### src/rtl/game_pkg.sv
// Shared game-wide types and constants used by the lives controller and the HUD.
package game_pkg;

  typedef enum logic [2:0] {
    IDLE      = 3'd0,
    READY     = 3'd1,
    PLAY      = 3'd2,
    DYING     = 3'd3,
    GAME_OVER = 3'd4
  } lives_state_e;

  // The HUD lives renderer draws exactly this many icons.
  localparam int GAME_MAX_LIVES        = 5;
  localparam int GAME_EXTRA_LIFE_SCORE = 10000;

  function automatic logic [2:0] sat_inc(input logic [2:0] v, input logic [2:0] ceil);
    return (v >= ceil) ? v : v + 3'd1;
  endfunction

  function automatic logic [2:0] floor_dec(input logic [2:0] v);
    return (v == 3'd0) ? 3'd0 : v - 3'd1;
  endfunction

endpackage

### src/rtl/lives_controller_frame_timer.sv
// Loadable frame down-counter; done strobes on the tick that consumes the last frame.
module frame_timer #(
  parameter int W = 8
) (
  input  logic         clk,
  input  logic         rst,
  input  logic         tick,
  input  logic         run,
  input  logic         load,
  input  logic [W-1:0] load_val,
  output logic         done
);

  localparam logic [W-1:0] ONE  = {{(W-1){1'b0}}, 1'b1};
  localparam logic [W-1:0] ZERO = {W{1'b0}};

  logic [W-1:0] count_r;

  // A load wins over a coincident tick so each phase starts at its full length.
  always_ff @(posedge clk) begin
    if (rst) begin
      count_r <= ZERO;
    end else if (load) begin
      count_r <= load_val;
    end else if (run && tick && (count_r != ZERO)) begin
      count_r <= count_r - ONE;
    end
  end

  assign done = run && tick && (count_r == ONE);

endmodule

### src/rtl/lives_controller.sv
// Player-lives sequencer: ready/death/game-over phasing and one-time bonus life.
// Build option LIVES_BLINK_EN: blink the about-to-be-lost HUD icon while dying.
module lives_controller
  import game_pkg::*;
#(
  parameter int START_LIVES      = 3,
  parameter int MAX_LIVES        = GAME_MAX_LIVES,
  parameter int READY_FRAMES     = 120,
  parameter int DEATH_FRAMES     = 90,
  parameter int EXTRA_LIFE_SCORE = GAME_EXTRA_LIFE_SCORE,
  parameter int SCORE_W          = 16
) (
  input  logic               clk,
  input  logic               rst,
  input  logic               frame_tick,
  input  logic               start_game,
  input  logic               pacman_caught,
  input  logic [SCORE_W-1:0] score,
  output logic [2:0]         lives,
  output logic               freeze,
  output logic               respawn,
  output logic               game_over,
  output logic               extra_life
);

  localparam int CNT_MAX = (READY_FRAMES > DEATH_FRAMES) ? READY_FRAMES : DEATH_FRAMES;
  localparam int CNT_W   = $clog2(CNT_MAX + 1);

  localparam logic [2:0]         START_L     = 3'(START_LIVES);
  localparam logic [2:0]         MAX_L       = 3'(MAX_LIVES);
  localparam logic [CNT_W-1:0]   READY_CNT   = CNT_W'(READY_FRAMES);
  localparam logic [CNT_W-1:0]   DEATH_CNT   = CNT_W'(DEATH_FRAMES);
  localparam logic [SCORE_W-1:0] BONUS_SCORE = SCORE_W'(EXTRA_LIFE_SCORE);

  lives_state_e     state_r;
  logic [2:0]       lives_r;
  logic             freeze_r;
  logic             respawn_r;
  logic             game_over_r;
  logic             extra_life_r;
  logic             bonus_given_r;

  logic             start_ok_s;
  logic             timer_run_s;
  logic             timer_done_s;
  logic             timer_load_s;
  logic [CNT_W-1:0] timer_val_s;
  logic             grant_s;
  logic [2:0]       lives_bonus_s;
  logic [2:0]       lives_net_s;
  logic [2:0]       lives_next_s;

  frame_timer #(
    .W (CNT_W)
  ) u_timer (
    .clk      (clk),
    .rst      (rst),
    .tick     (frame_tick),
    .run      (timer_run_s),
    .load     (timer_load_s),
    .load_val (timer_val_s),
    .done     (timer_done_s)
  );

  // Next lives value and timer reload; the bonus +1 saturates before any death -1.
  always_comb begin
    start_ok_s    = start_game && ((state_r == IDLE) || (state_r == GAME_OVER));
    timer_run_s   = (state_r == READY) || (state_r == DYING);
    grant_s       = (timer_run_s || (state_r == PLAY)) && !bonus_given_r && (score >= BONUS_SCORE);
    lives_bonus_s = grant_s ? sat_inc(lives_r, MAX_L) : lives_r;
    lives_net_s   = floor_dec(lives_bonus_s);
    lives_next_s  = lives_r;
    timer_load_s  = 1'b0;
    timer_val_s   = READY_CNT;
    case (state_r)
      IDLE, GAME_OVER: begin
        if (start_ok_s) begin
          lives_next_s = START_L;
          timer_load_s = 1'b1;
        end else begin
          lives_next_s = lives_r;
        end
      end
      READY: begin
        lives_next_s = lives_bonus_s;
      end
      PLAY: begin
        lives_next_s = lives_bonus_s;
        if (pacman_caught) begin
          timer_load_s = 1'b1;
          timer_val_s  = DEATH_CNT;
        end else begin
          timer_load_s = 1'b0;
        end
      end
      DYING: begin
        if (timer_done_s) begin
          lives_next_s = lives_net_s;
          timer_load_s = (lives_net_s != 3'd0);
        end else begin
          lives_next_s = lives_bonus_s;
        end
      end
      default: begin
        lives_next_s = lives_r;
      end
    endcase
  end

  // Phase FSM with registered HUD/core outputs.
  always_ff @(posedge clk) begin
    if (rst) begin
      state_r       <= IDLE;
      lives_r       <= 3'd0;
      freeze_r      <= 1'b1;
      respawn_r     <= 1'b0;
      game_over_r   <= 1'b0;
      extra_life_r  <= 1'b0;
      bonus_given_r <= 1'b0;
    end else begin
      lives_r      <= lives_next_s;
      respawn_r    <= 1'b0;
      extra_life_r <= grant_s;
      if (grant_s) begin
        bonus_given_r <= 1'b1;
      end
      case (state_r)
        IDLE, GAME_OVER: begin
          if (start_ok_s) begin
            state_r       <= READY;
            freeze_r      <= 1'b1;
            respawn_r     <= 1'b1;
            game_over_r   <= 1'b0;
            bonus_given_r <= 1'b0;
          end
        end
        READY: begin
          if (timer_done_s) begin
            state_r  <= PLAY;
            freeze_r <= 1'b0;
          end
        end
        PLAY: begin
          if (pacman_caught) begin
            state_r  <= DYING;
            freeze_r <= 1'b1;
          end
        end
        DYING: begin
          if (timer_done_s) begin
            freeze_r <= 1'b1;
            if (lives_net_s == 3'd0) begin
              state_r     <= GAME_OVER;
              game_over_r <= 1'b1;
            end else begin
              state_r   <= READY;
              respawn_r <= 1'b1;
            end
          end
        end
        default: begin
          state_r     <= IDLE;
          freeze_r    <= 1'b1;
          game_over_r <= 1'b0;
        end
      endcase
    end
  end

`ifdef LIVES_BLINK_EN
  logic [2:0] blink_cnt_r;
  logic       blink_phase_r;
  logic [2:0] lives_disp_r;
  logic       stay_dying_s;
  logic       phase_next_s;

  // Blink phase advances every 8th tick only while the death animation continues.
  always_comb begin
    stay_dying_s = (state_r == DYING) && !timer_done_s;
    if (frame_tick && (blink_cnt_r == 3'd7)) begin
      phase_next_s = ~blink_phase_r;
    end else begin
      phase_next_s = blink_phase_r;
    end
  end

  // Blink counter plus registered HUD value (true count whenever not blinking low).
  always_ff @(posedge clk) begin
    if (rst) begin
      blink_cnt_r   <= 3'd0;
      blink_phase_r <= 1'b0;
      lives_disp_r  <= 3'd0;
    end else begin
      if (!stay_dying_s) begin
        blink_cnt_r   <= 3'd0;
        blink_phase_r <= 1'b0;
      end else if (frame_tick) begin
        blink_cnt_r   <= blink_cnt_r + 3'd1;
        blink_phase_r <= phase_next_s;
      end
      lives_disp_r <= (stay_dying_s && phase_next_s) ? floor_dec(lives_next_s) : lives_next_s;
    end
  end

  assign lives = lives_disp_r;
`else
  assign lives = lives_r;
`endif

  assign freeze     = freeze_r;
  assign respawn    = respawn_r;
  assign game_over  = game_over_r;
  assign extra_life = extra_life_r;

endmodule

### config.mk
export PLATFORM = sky130hd
export DESIGN_NAME = lives_controller
export DESIGN_NICKNAME = d
export VERILOG_FILES = /design/src/rtl/game_pkg.sv /design/src/rtl/lives_controller_frame_timer.sv /design/src/rtl/lives_controller.sv
export SDC_FILE = /design/constraint.sdc
export NUM_CORES = 1
export LEC_CHECK = 0
export CAP_MARGIN = 20
export CORE_MARGIN = 5
export CORE_UTILIZATION = 55
export DETAILED_ROUTE_END_ITERATION = 16
export DONT_BUFFER_PORTS = 1
export PLACE_DENSITY = 0.68
export SLEW_MARGIN = 40
export SYNTH_ARGS = -nofsm -noshare
export SYNTH_HDL_FRONTEND = slang
export SYNTH_SLANG_ARGS = --single-unit
export TNS_END_PERCENT = 20
### constraint.sdc
create_clock -name clk -period 3.8 [get_ports clk]
set_input_delay 0.76 -clock clk [delete_from_list [all_inputs] [get_ports clk]]
set_output_delay 0.76 -clock clk [all_outputs]
set_load 0.01 [all_outputs]
### Yosys cells after proc, flatten, opt, wreduce, memory -nomap -nowiden

Index checks and enable logic that the tools add are counted.

* word-level logic and storage cells: 81
* input bits: 21
* output and inout bits: 7
* register bits after elaboration: 18

* magnitude comparators: 2
* multiplexer cells: 35
* reductions and logical operators: 22
* add/sub/neg operators: 3
* equal/unequal tests: 10
* bitwise logic cells: 1

Operator list (count)
* $mux W3: 10
* $ge A16 B14 Y1 const B: 1
* $mux W1: 15
* $mux W7: 2
* $mux W6: 2
* $pmux W3 S4: 1
* $logic_not A3 Y1: 3
* $pmux W3 S3: 1
* $ne A2 B2 Y1 const B: 4
* $reduce_and A4 Y1: 2
* $eq A7 B1 Y1 const B: 1
* $reduce_bool A7 Y1: 1
* $sub A7 B1 Y7 const B: 1
* $eq A3 B2 Y1 const B: 2
* $logic_and A1 B1 Y1: 6
* $pmux W1 S3: 2
* $reduce_bool A3 Y1: 2
* $pmux W1 S4: 1
* $reduce_or A2 Y1: 2
* $add A3 B1 Y3 const B: 1
* $eq A3 B1 Y1 const B: 1
* $eq A3 B3 Y1 const B: 1
* $ge A3 B3 Y1 const B: 1
* $logic_or A1 B1 Y1: 3
* 7 further kinds: 7

### Logic depth before layout (Yosys ltp)

Gate-level depths: netlist (run 1).

* depth after elaboration: 12
* gate-level depth with buffers: 12
* mapped depth without buffers: 12

### Cells and area by module

A second synthesis (run 1) with hierarchy kept.

* cells, all modules: 144
* area, all modules: 1218.7 µm²

By module, submodules not included
* lives_controller: times used 1, area an instance 784.5 µm², cells each 92
* frame_timer: times used 1, area an instance 434.2 µm², cells each 52

### Worst setup path before layout (run 1)

OpenSTA, ideal clock, no wires.

* kind: input to register
* start: input port score[8]
* end: register state_r[0]
* arrival time: 2.629 ns
* stages: 11
* setup slack: 1.067 ns
* required time: 3.697 ns
* cell sequence: nand4_1 -> o211ai_2 -> and2_4 -> o21ai_0 -> a22oi_1 -> ha_1 -> inv_1 -> o2111ai_2 -> o311ai_4 -> o211a_1 -> a2111oi_2

* cells in the longest elaborated chain, start to end: 9

Ends and longest elaborated chain
* start, declared: RTL line lives_controller.sv:18 `input logic [SCORE_W-1:0] score,`
* $ge A16 B14 Y1 (*): RTL line lives_controller.sv:69 `grant_s = (timer_run_s || (state_r == PLAY)) && !bonus_given_r && (score >= BONUS_SCORE);`
* $logic_and A1 B1 Y1 (*): RTL line lives_controller.sv:69
* $mux W3 (*): RTL line lives_controller.sv:70 `lives_bonus_s = grant_s ? sat_inc(lives_r, MAX_L) : lives_r;`
* $sub A3 B1 Y3 or $logic_not A3 Y1 (tied branches): RTL line game_pkg.sv:21 `return (v == 3'd0) ? 3'd0 : v - 3'd1;`
* $mux W3 (*): RTL line game_pkg.sv:21
* $logic_not A3 Y1 (*): RTL line lives_controller.sv:152 `if (lives_net_s == 3'd0) begin`
* $mux W3 (*): RTL line lives_controller.sv:152
* $mux W3 (*): RTL line lives_controller.sv:150 `if (timer_done_s) begin`
* $pmux W3 S4 (*): RTL line lives_controller.sv:127 `case (state_r)`
* end signal, assigned: RTL line lives_controller.sv:130 `state_r <= READY;`
* end signal, assigned: RTL line lives_controller.sv:153 `state_r <= GAME_OVER;`
* end signal, assigned: RTL line lives_controller.sv:156 `state_r <= READY;`
* end, declared: RTL line lives_controller.sv:35 `lives_state_e state_r;`

Every way passes the cells marked *; elsewhere a longest branch is shown, timed or not. The select of a mux whose other input is x is not followed.
A chain may end at the register's enable or synchronous reset.

### Worst setup path in the final report (run 1)

* start: register lives_r[0], in the netlist lives[0]
* end: register state_r[0]

* cells in the longest elaborated chain, start to end: 9

Ends and longest elaborated chain
* start, declared: RTL line lives_controller.sv:36 `logic [2:0] lives_r;`
* start signal, assigned: RTL line lives_controller.sv:121 `lives_r <= lives_next_s;`
* $add A3 B1 Y3 or $ge A3 B3 Y1 (tied branches): RTL line game_pkg.sv:17 `return (v >= ceil) ? v : v + 3'd1;`
* $mux W3: RTL line game_pkg.sv:17
* $mux W3 (*): RTL line lives_controller.sv:70
* $sub A3 B1 Y3 or $logic_not A3 Y1 (tied branches): RTL line game_pkg.sv:21
* $mux W3 (*): RTL line game_pkg.sv:21
* $logic_not A3 Y1 (*): RTL line lives_controller.sv:152
* $mux W3 (*): RTL line lives_controller.sv:152
* $mux W3 (*): RTL line lives_controller.sv:150
* $pmux W3 S4 (*): RTL line lives_controller.sv:127

Marked as above.

==> flow_summary.yaml, run 1 <==
synth:
  async_flop_share: 0
  avgSynthCellArea_sq_um: 8.67
  synth.net_count: 176
  ys_top_cells_by_area: "dfxtp_1 (28%), ha_1 (5.8%), nor2_1 (4.6%)"
  synthDistinctLibCells: 53
  synth_top_area_share: 0.279
  seq_area_frac_synth: 0.279
  synth_cells: 149
  synth_edf_count: 0
  yosys.area.top_type: "dfxtp_1"
  synthFlopType: "dfxtp_1"
  yosysWarnings: 0
  syn-cell-area_sq_um: 1290
  yosys_register_bits: 18
clock_network:
  clkLatencyLatePin_ns: 0.30
  clock-root-buffer: "clkbuf_4"
  h-tree-depth: 1
  cts_made_buffers: 3
  cts_tree: "yes"
  clockBufferDepth: 2
  cts_hold_buf: 0
  cts.sinks: 18
  cts_resized: 0
  clk_pin_slew_ns: 0.11
  post_cts_buffers: 0
floorplanning:
  core-area_sq_um: 2230
  dieArea_sq_um: 3420
  dieHeight_um: 58.5
  start_util: 0.579
  ioPinCount: 28
  rows: 17
  die_x_um: 58.5
critical_path:
  endpoint_kind: "flip-flop"
  path_max_fanout: 11
  arrival_ns: 2.99
  required_ns: 4.00
  worstSetupStartpointType: "flip-flop"
  worstReg2RegStart: "lives[0]$_SDFFE_PP0P_"
  reg2reg_to: "state_r[0]$_SDFFE_PP0P_"
  path_class: "reg2reg"
  rrSetupSlack_ns: 1.00
  r2r_cells: 11
sta:
  finalSetupViolCount: 0
  rsz0062_at_grt: "false"
  tightest_slew_ns: 0.530
  maxSlewHeadroom: 0.644
  setup_ws_ns: 1.00
  fin_setup_tns_ns: 0
  fmax_mhz: 357
  holdWs_ns: 0.499
  final.setup_skew_ns: 0.0126
  finalCriticalPeriod_ns: 2.80
  fin_crit_sh: 0.737
  slew_viol_final: 0
  hold_viol_final: 0
route:
  postRouteAntennaNets: 0
  drt_iter0_markers: 18
  wire_per_inst_um: 15.3
  vias: 1091
  firstDrtPassIters: 5
  wirelength_mm: 2.69
  drc: 0
  viasPerCell: 6.20
power:
  peakVddDrop_uv: 277
  power_density_nw_per_um2: 364
  power_leakage_nw: 0.513
layout:
  area_growth_pct: 1.55
  nFillCells: 207
  drive_above_1_share: 0.169
  antenna_cells: 0
  fin_nets: 176
  final_cell_mix: "dfxtp_1 (18), nor2_1 (16), inv_1 (12), nand2_1 (11), a21oi_1 (9)"
  regArea_sq_um: 360
  multi_input_area_sq_um: 831
  final_common_cell: "dfxtp_1"
hold_path:
  hp-start: "u_timer.count_r[6]$_SDFFE_PP0P_"
  holdPathStages: 2
  whs_endpoint: "u_timer.count_r[6]$_SDFFE_PP0P_"
  hold_class: "reg2reg"
global_routing:
  grt.overflow.total: 0
  antenna_found_initial: 0
  track_usage: 0.168
  grt_pass1_wl_mm: 4.59
  grt_start_max_net_pins: 21
  first_global_vias: 1016
run:
  cap_violations: 0
place:
  port-buffer-count: 0
  place_congestion: 0.770
  hpwl_mm: 2.00
  place_ws_ns: 0.766
status:
  outcome: "finished, final reports clean"
## worst max-delay path by stage
stage	start	endpoint	slack (ns)
finish	lives[0]$_SDFFE_PP0P_	state_r[0]$_SDFFE_PP0P_	1.00
detailed placement	score[8]	state_r[0]$_SDFFE_PP0P_	0.77
global placement	score[8]	state_r[0]$_SDFFE_PP0P_	0.84
CTS	lives[0]$_SDFFE_PP0P_	state_r[0]$_SDFFE_PP0P_	1.00
global route	lives[0]$_SDFFE_PP0P_	state_r[0]$_SDFFE_PP0P_	0.78
floorplan	score[8]	state_r[0]$_SDFFE_PP0P_	1.07
## cells by family after synthesis
| kind of cell | count (synthesis) | share of synthesized area |
|---|---|---|
| AOI/OAI and AO/OA | 43 | 0.288 |
| xor gates and xnor gates | 5 | 0.0339 |
| and+or+nand+nor | 59 | 0.263 |
| adders and majority gates | 6 | 0.0581 |
| buffers and inverters | 18 | 0.0784 |
| DFF | 18 | 0.279 |
## area by class of cell
class	count	area share
clock buffer	4	0.0276
inverter	13	0.0381
multi-input combinational	113	0.633
tap	28	0.0267
sequential	18	0.275
## critical path, stage by stage, from the launching register on
cell	delay, ns
dfxtp_1	0.66
ha_1	0.33
inv_1	0.09
nor2_1	0.06
and3_2	0.26
a22oi_1	0.21
ha_1	0.21
inv_1	0.08
o2111ai_2	0.09
o311ai_4	0.18
o211a_1	0.25
a2111oi_2	0.27
## through the flow
stage | util | power, W | cells | cell area, sq um
after floorplan | - | 0.000344 | 149 | 1290
after global placement | 0.571 | 0.000356 | 172 | 1280
after detailed placement | 0.571 | 0.000360 | 172 | 1280
after CTS | 0.588 | 0.000482 | 176 | 1310
after global routing | 0.588 | 0.000511 | 176 | 1310
final | 0.588 | 0.000478 | 176 | 1310
## power breakdown
group          total, W  internal (W)  switching, W
clock network  0.000121     0.0000585     0.0000623
logic          0.000133     0.0000572     0.0000754
registers      0.000224      0.000202     0.0000224
total          0.000478      0.000318      0.000160
## sequential cells by signal, summed over array words and instances (netlist names)
| signal | flops |
|---|---|
| respawn | 1 |
| bonus_given_r | 1 |
| extra_life | 1 |
| state_r | 3 |
| game_over | 1 |
| lives | 3 |
| u_timer.count_r | 7 |
| freeze | 1 |
## cells in the mapped netlist (2+ instances only)
cell and n:
nor2_1 16, nor3_1 6, dfxtp_1 18, a211oi_1 2, nand2_1 11, xnor2_1 5, nor4_2 3, a31oi_1 2
o21ai_0 4, o21a_1 2, o21ai_1 2, nand3b_1 2, inv_1 12, nand2b_1 2, a22oi_1 2, nand3_1 3
nand4_1 2, or3_1 3, a21oi_1 9, buf_6 3, ha_1 6, o31ai_1 2, and3_2 2
## metal layers
layer	wire length [um]	part of all wire	GRT usage	vias up
li1	-	-	-	544
met2	1230	0.46	0.265	38
met4	7	0.0026	0.0430	0
met1	1250	0.46	0.224	507
met3	208	0.077	0.0504	2
met5	0	0	0	-
Power figures use the tool's default switching activity.
==> run 2: changes to the inputs <==
==> constraint.sdc (replaced) <==
create_clock -name clk -period 2.7 [get_ports clk]
set_input_delay 0.54 -clock clk [delete_from_list [all_inputs] [get_ports clk]]
set_output_delay 0.54 -clock clk [all_outputs]
set_load 0.01 [all_outputs]
==> run 2 against run 1 <==
Routed wire length increased by 6.8%. Final cell count increased by 5.7%. Final area increased by 6.1%. Register-to-register slack got worse by 0.77 ns. Critical path depth increased by 2. Critical endpoint is now u_timer.count_r[0]$_SDFFE_PP0P_. Sequential share of layout area decreased by 1.6 points. Total power increased by 47%. Highest routed layer is now met3. First-iteration DRC count increased to 3.1 times the previous value.
==> flow_summary.yaml, run 2 (synthesis results as in run 1) <==
layout:
  final_common_cell: "dfxtp_1"
  regArea_sq_um: 360
  nFillCells: 205
  antenna_cells: 0
  multi_input_area_sq_um: 836
  drive_above_1_share: 0.228
  largest_register_ffs: 7
  utilization: 0.624
  area_growth_pct: 7.74
  final_cell_mix: "dfxtp_1 (18), nor2_1 (16), inv_1 (12), nand2_1 (11), buf_4 (10)"
  fin_nets: 186
  design_area_sq_um: 1390
  regMostFlops: "u_timer.count_r"
power:
  power_switching_share: 0.332
  p_comb_frac: 0.331
  p_int_w: 0.000470
  power_density_nw_per_um2: 505
  p_total_w: 0.000703
  power_leakage_nw: 0.564
  p_clk_frac: 0.241
  seq_power_share: 0.428
  p_switching_w: 0.000234
  peakVddDrop_uv: 379
floorplanning:
  ioPinCount: 28
  dieHeight_um: 58.5
  die_x_um: 58.5
  core-area_sq_um: 2230
  start_util: 0.579
  rows: 17
  dieArea_sq_um: 3420
route:
  drc: 0
  wire_per_inst_um: 15.4
  firstDrtPassIters: 4
  viasPerCell: 6.11
  vias: 1137
  drt_iter0_markers: 56
  wirelength_mm: 2.87
  postRouteAntennaNets: 0
critical_path:
  worstSetupStartpointType: "flip-flop"
  endpoint_kind: "flip-flop"
  worstReg2RegStart: "lives[1]$_SDFFE_PP0P_"
  cp-startpoint: "lives[1]$_SDFFE_PP0P_"
  cpMostUsedCell: "inv_1"
  path_cells: "inv_1 > ha_1 > inv_1 > nor2_1 > and3_2 > a22oi_2 > ha_1 > inv_1 > nand2_1 > o311ai_4 > buf_4 > nor2_2 > nor4_2"
  path_max_fanout: 5
  arrival_ns: 2.70
  required_ns: 2.93
  path_class: "reg2reg"
  slowest_stage: "dfxtp_1"
  max_stage_delay_ns: 0.35
place:
  hpwl_mm: 2.16
  placedInstanceArea_sq_um: 1350
  place_ws_ns: 0.0613
  place_congestion: 0.833
  port-buffer-count: 0
sta:
  fin_setup_tns_ns: 0
  fin_crit_sh: 0.916
  maxSlewHeadroom: 0.637
  tightest_slew_ns: 0.541
  final.setup_skew_ns: 0.00584
  finalSetupViolCount: 0
  finalCriticalPeriod_ns: 2.47
  hold_viol_final: 0
  setup_ws_ns: 0.227
  rsz0062_at_grt: "false"
  slew_viol_final: 0
  fmax_mhz: 404
clock_network:
  clk_pin_slew_ns: 0.11
  clock-root-buffer: "clkbuf_4"
  cts_hold_buf: 0
  clkLatencyLatePin_ns: 0.30
  cts_tree: "yes"
  cts_made_buffers: 3
  clockBufferDepth: 2
  h-tree-depth: 1
  cts.sinks: 18
global_routing:
  grt.overflow.total: 0
  grt_pass1_wl_mm: 4.88
  antenna_found_initial: 0
  grt_start_max_net_pins: 21
  first_global_vias: 1062
  track_usage: 0.181
hold_path:
  hold_class: "in2reg"
  hp-start: "rst"
status:
  outcome: "finished, final reports clean"
run:
  cap_violations: 0
-- run 2: critical path, delay by kind of cell, from the launching register on --
family | cells | cell delay [ns]
buffers and inverters | 4 | 0.42
flip-flops | 1 | 0.35
AO/OA/AOI/OAI | 2 | 0.41
adder cells (fa/ha/maj) | 2 | 0.52
AND/OR/NAND/NOR | 5 | 0.70
-- run 2: repair_timing --
action / in CTS / in global routing
resized for setup: 0 / 1
setup endpoints to repair: 0 / 2
buffers inserted: 0 / 0
-- run 2: power groups by stage --
stage	logic (W)	registers (W)	clock network [W]
after global routing	0.000258	0.000304	0.000189
after CTS	0.000229	0.000301	0.000178
final	0.000233	0.000301	0.000170
after floorplan	0.000174	0.000309	0
after global placement	0.000222	0.000306	0
after detailed placement	0.000227	0.000307	0
-- run 2: cell type report --
cell class              instances  area share
multi-input cells             113       0.600
flip-flops and latches         18       0.259
repair buffers                 10      0.0539
inverters                      13      0.0359
clock buffers                   4      0.0261
well taps                      28      0.0252
-- run 2: per-stage QoR --
| step | hold WS, ns | std cells |
|---|---|---|
| floorplan | 0.458 | 149 |
| global placement | 0.463 | 182 |
| detailed placement | 0.480 | 182 |
| CTS | 0.278 | 186 |
| global route | 0.265 | 186 |
| finish | 0.292 | 186 |
-- run 2: worst paths after layout --
check             cells after the start                              end  slack (ns)
hold reg to reg                       2  u_timer.count_r[6]$_SDFFE_PP0P_        0.50
hold / removal                        1  u_timer.count_r[0]$_SDFFE_PP0P_        0.29
setup / recovery                     13  u_timer.count_r[0]$_SDFFE_PP0P_        0.23
setup reg to reg                     13  u_timer.count_r[0]$_SDFFE_PP0P_        0.23
-- run 2: per-layer routing --
layer	global-route usage	vias up	wire length, um
li1	-	563	-
met1	0.251	541	1340
met2	0.287	33	1340
met3	0.0482	0	188
met4	0.0265	0	0
met5	0	-	0
==> run 3: changes to the inputs <==
--- a/config.mk
+++ b/config.mk
@@ -10,7 +10,7 @@
 export CORE_UTILIZATION = 55
 export DETAILED_ROUTE_END_ITERATION = 16
 export DONT_BUFFER_PORTS = 1
-export PLACE_DENSITY = 0.68
+export PLACE_DENSITY = 0.71
 export SLEW_MARGIN = 40
 export SYNTH_ARGS = -nofsm -noshare
 export SYNTH_HDL_FRONTEND = slang
==> constraint.sdc (replaced) <==
create_clock -name clk -period 2.1 [get_ports clk]
set_input_delay 0.42 -clock clk [delete_from_list [all_inputs] [get_ports clk]]
set_output_delay 0.42 -clock clk [all_outputs]
set_load 0.01 [all_outputs]
==> run 3 against run 2 <==
The flow now finishes with violations (negative setup slack). Fmax grew 11%. Final area rose by 23%. Critical endpoint unchanged. Via count is 10% higher. Critical path depth fell by 2. Clock skew shrank 0.0027 ns. Count of clock-buffer cells in the layout stayed put. Clock power increased by 30%. Die area is the same. Total power increased by 51%. First-iteration DRC count down 16%. Routed wire length grew 16%. Final cell count increased by 14%.
==> flow_summary.yaml, run 3 (synthesis results as in run 1) <==
clock_network:
  clkLatencyLatePin_ns: 0.29
  clock-root-buffer: "clkbuf_4"
  cts_made_buffers: 3
  cts.sinks: 18
  clockBufferDepth: 2
  h-tree-depth: 1
  clk_pin_slew_ns: 0.11
  cts_tree: "yes"
floorplanning:
  core-area_sq_um: 2230
  ioPinCount: 28
  dieArea_sq_um: 3420
  rows: 17
  start_util: 0.579
  dieHeight_um: 58.5
  die_x_um: 58.5
power:
  power_density_nw_per_um2: 617
  p_total_w: 0.00106
  peakVddDrop_uv: 430
  power_leakage_nw: 0.711
critical_path:
  cpMostUsedCell: "buf_4"
  path_delay_family: "compound AO/OA/AOI/OAI gates"
  required_ns: 2.32
  slowest_stage: "o311ai_4"
  worstSetupStartpointType: "flip-flop"
  arrival_ns: 2.44
  max_stage_delay_ns: 0.36
  path_class: "reg2reg"
  path_cells: "o21bai_4 > nor2_4 > buf_6 > and3_4 > buf_4 > buf_4 > o221a_4 > o311ai_4 > buf_4 > nor2_2 > nor4_2"
  endpoint_kind: "flip-flop"
  path_max_fanout: 5
  path_buf_inv: 4
sta:
  slew_viol_final: 0
  rsz0062_at_grt: "true"
  finalCriticalPeriod_ns: 2.22
  tightest_slew_ns: 0.350
  maxSlewHeadroom: 0.765
  fin_crit_sh: 1.06
  hold_viol_final: 0
  setup_ws_ns: -0.120
  fin_setup_tns_ns: -0.700
  fmax_mhz: 451
  finalSetupViolCount: 10
  final.setup_skew_ns: 0.00313
place:
  port-buffer-count: 0
  place_ws_ns: -0.354
  hpwl_mm: 2.35
  place_congestion: 0.824
  placedInstanceArea_sq_um: 1480
layout:
  largest_register_ffs: 7
  regMostFlops: "u_timer.count_r"
  drive_above_1_share: 0.440
  final_common_cell: "buf_4"
  design_area_sq_um: 1720
  antenna_cells: 0
  area_growth_pct: 33.0
  fin_nets: 212
  final_cell_mix: "buf_4 (32), dfxtp_1 (15), nor2_1 (14), nand2_1 (9)"
status:
  violations: "negative setup slack"
  outcome: "complete, but fails checks"
global_routing:
  grt_start_max_net_pins: 21
  track_usage: 0.209
  antenna_found_initial: 0
  grt_pass1_wl_mm: 5.67
  first_global_vias: 1235
  grt.overflow.total: 0
route:
  viasPerCell: 5.92
  vias: 1255
  wire_per_inst_um: 15.7
  wirelength_mm: 3.32
  postRouteAntennaNets: 0
  drc: 0
  drt_iter0_markers: 47
  firstDrtPassIters: 4
run:
  cap_violations: 0
hold_path:
  hold_class: "in2reg"
-- run 3: cell count changes in the layout (fill, tap and decap cells not counted), moves of 2 or more --
cell     previous run  this run
inv_1              12         8
ha_1                6         2
nand2_2             0         2
dfxtp_2             0         2
dfxtp_1            18        15
nor2_1             16        14
buf_4              10        32
inv_2               0         4
and3_2              2         0
nand2_1            11         9
ha_2                0         3
and3_4              1         3
buf_6               0         2
-- run 3: path summary, 6_finish.rpt --
check                             startpoint                         endpoint  slack [ns]  cells after the start
max reg2reg          state_r[0]$_SDFFE_PP0P_  u_timer.count_r[0]$_SDFFE_PP0P_       -0.12                     11
min                                      rst            lives[0]$_SDFFE_PP0P_        0.16                      1
min reg2reg  u_timer.count_r[6]$_SDFFE_PP0P_  u_timer.count_r[6]$_SDFFE_PP0P_        0.49                      2
max                  state_r[0]$_SDFFE_PP0P_  u_timer.count_r[0]$_SDFFE_PP0P_       -0.12                     11
-- run 3: layout make-up --
class	instances	area (sq um)
Clock buffer	4	36.3
Fill cell	143	514
Inverter	13	50.0
Multi-Input combinational cell	113	916
Sequential cell	18	367
Tap cell	28	35.0
Timing Repair Buffer	36	315
-- run 3: repair_timing --
action | 4_1_cts | 5_1_grt
pin swaps | 12 | 6
gates resized for setup | 22 | 6
setup buffers | 7 | 2
endpoints found under the setup margin | 11 | 12
gates cloned | 1 | 0
hold buffers | 0 | 0
-- run 3: metrics by stage --
stage	util	std cells	hold WS, ns
floorplan	-	149	0.458
global placement	0.661	198	0.465
detailed placement	0.661	198	0.475
CTS	0.748	210	0.172
global route	0.770	212	0.156
finish	0.770	212	0.164
-- run 3: power by group --
group,internal (W),total (W),switching [W]
registers,0.000367,0.000395,0.0000279
clock network,0.000106,0.000221,0.000115
logic,0.000244,0.000446,0.000202
total,0.000717,0.00106,0.000345
-- run 3: metal layers --
layer / part of all wire / global-route usage
met5: 0 / 0
met4: 0.013 / 0.0563
met3: 0.057 / 0.0395
met2: 0.46 / 0.338
met1: 0.47 / 0.283
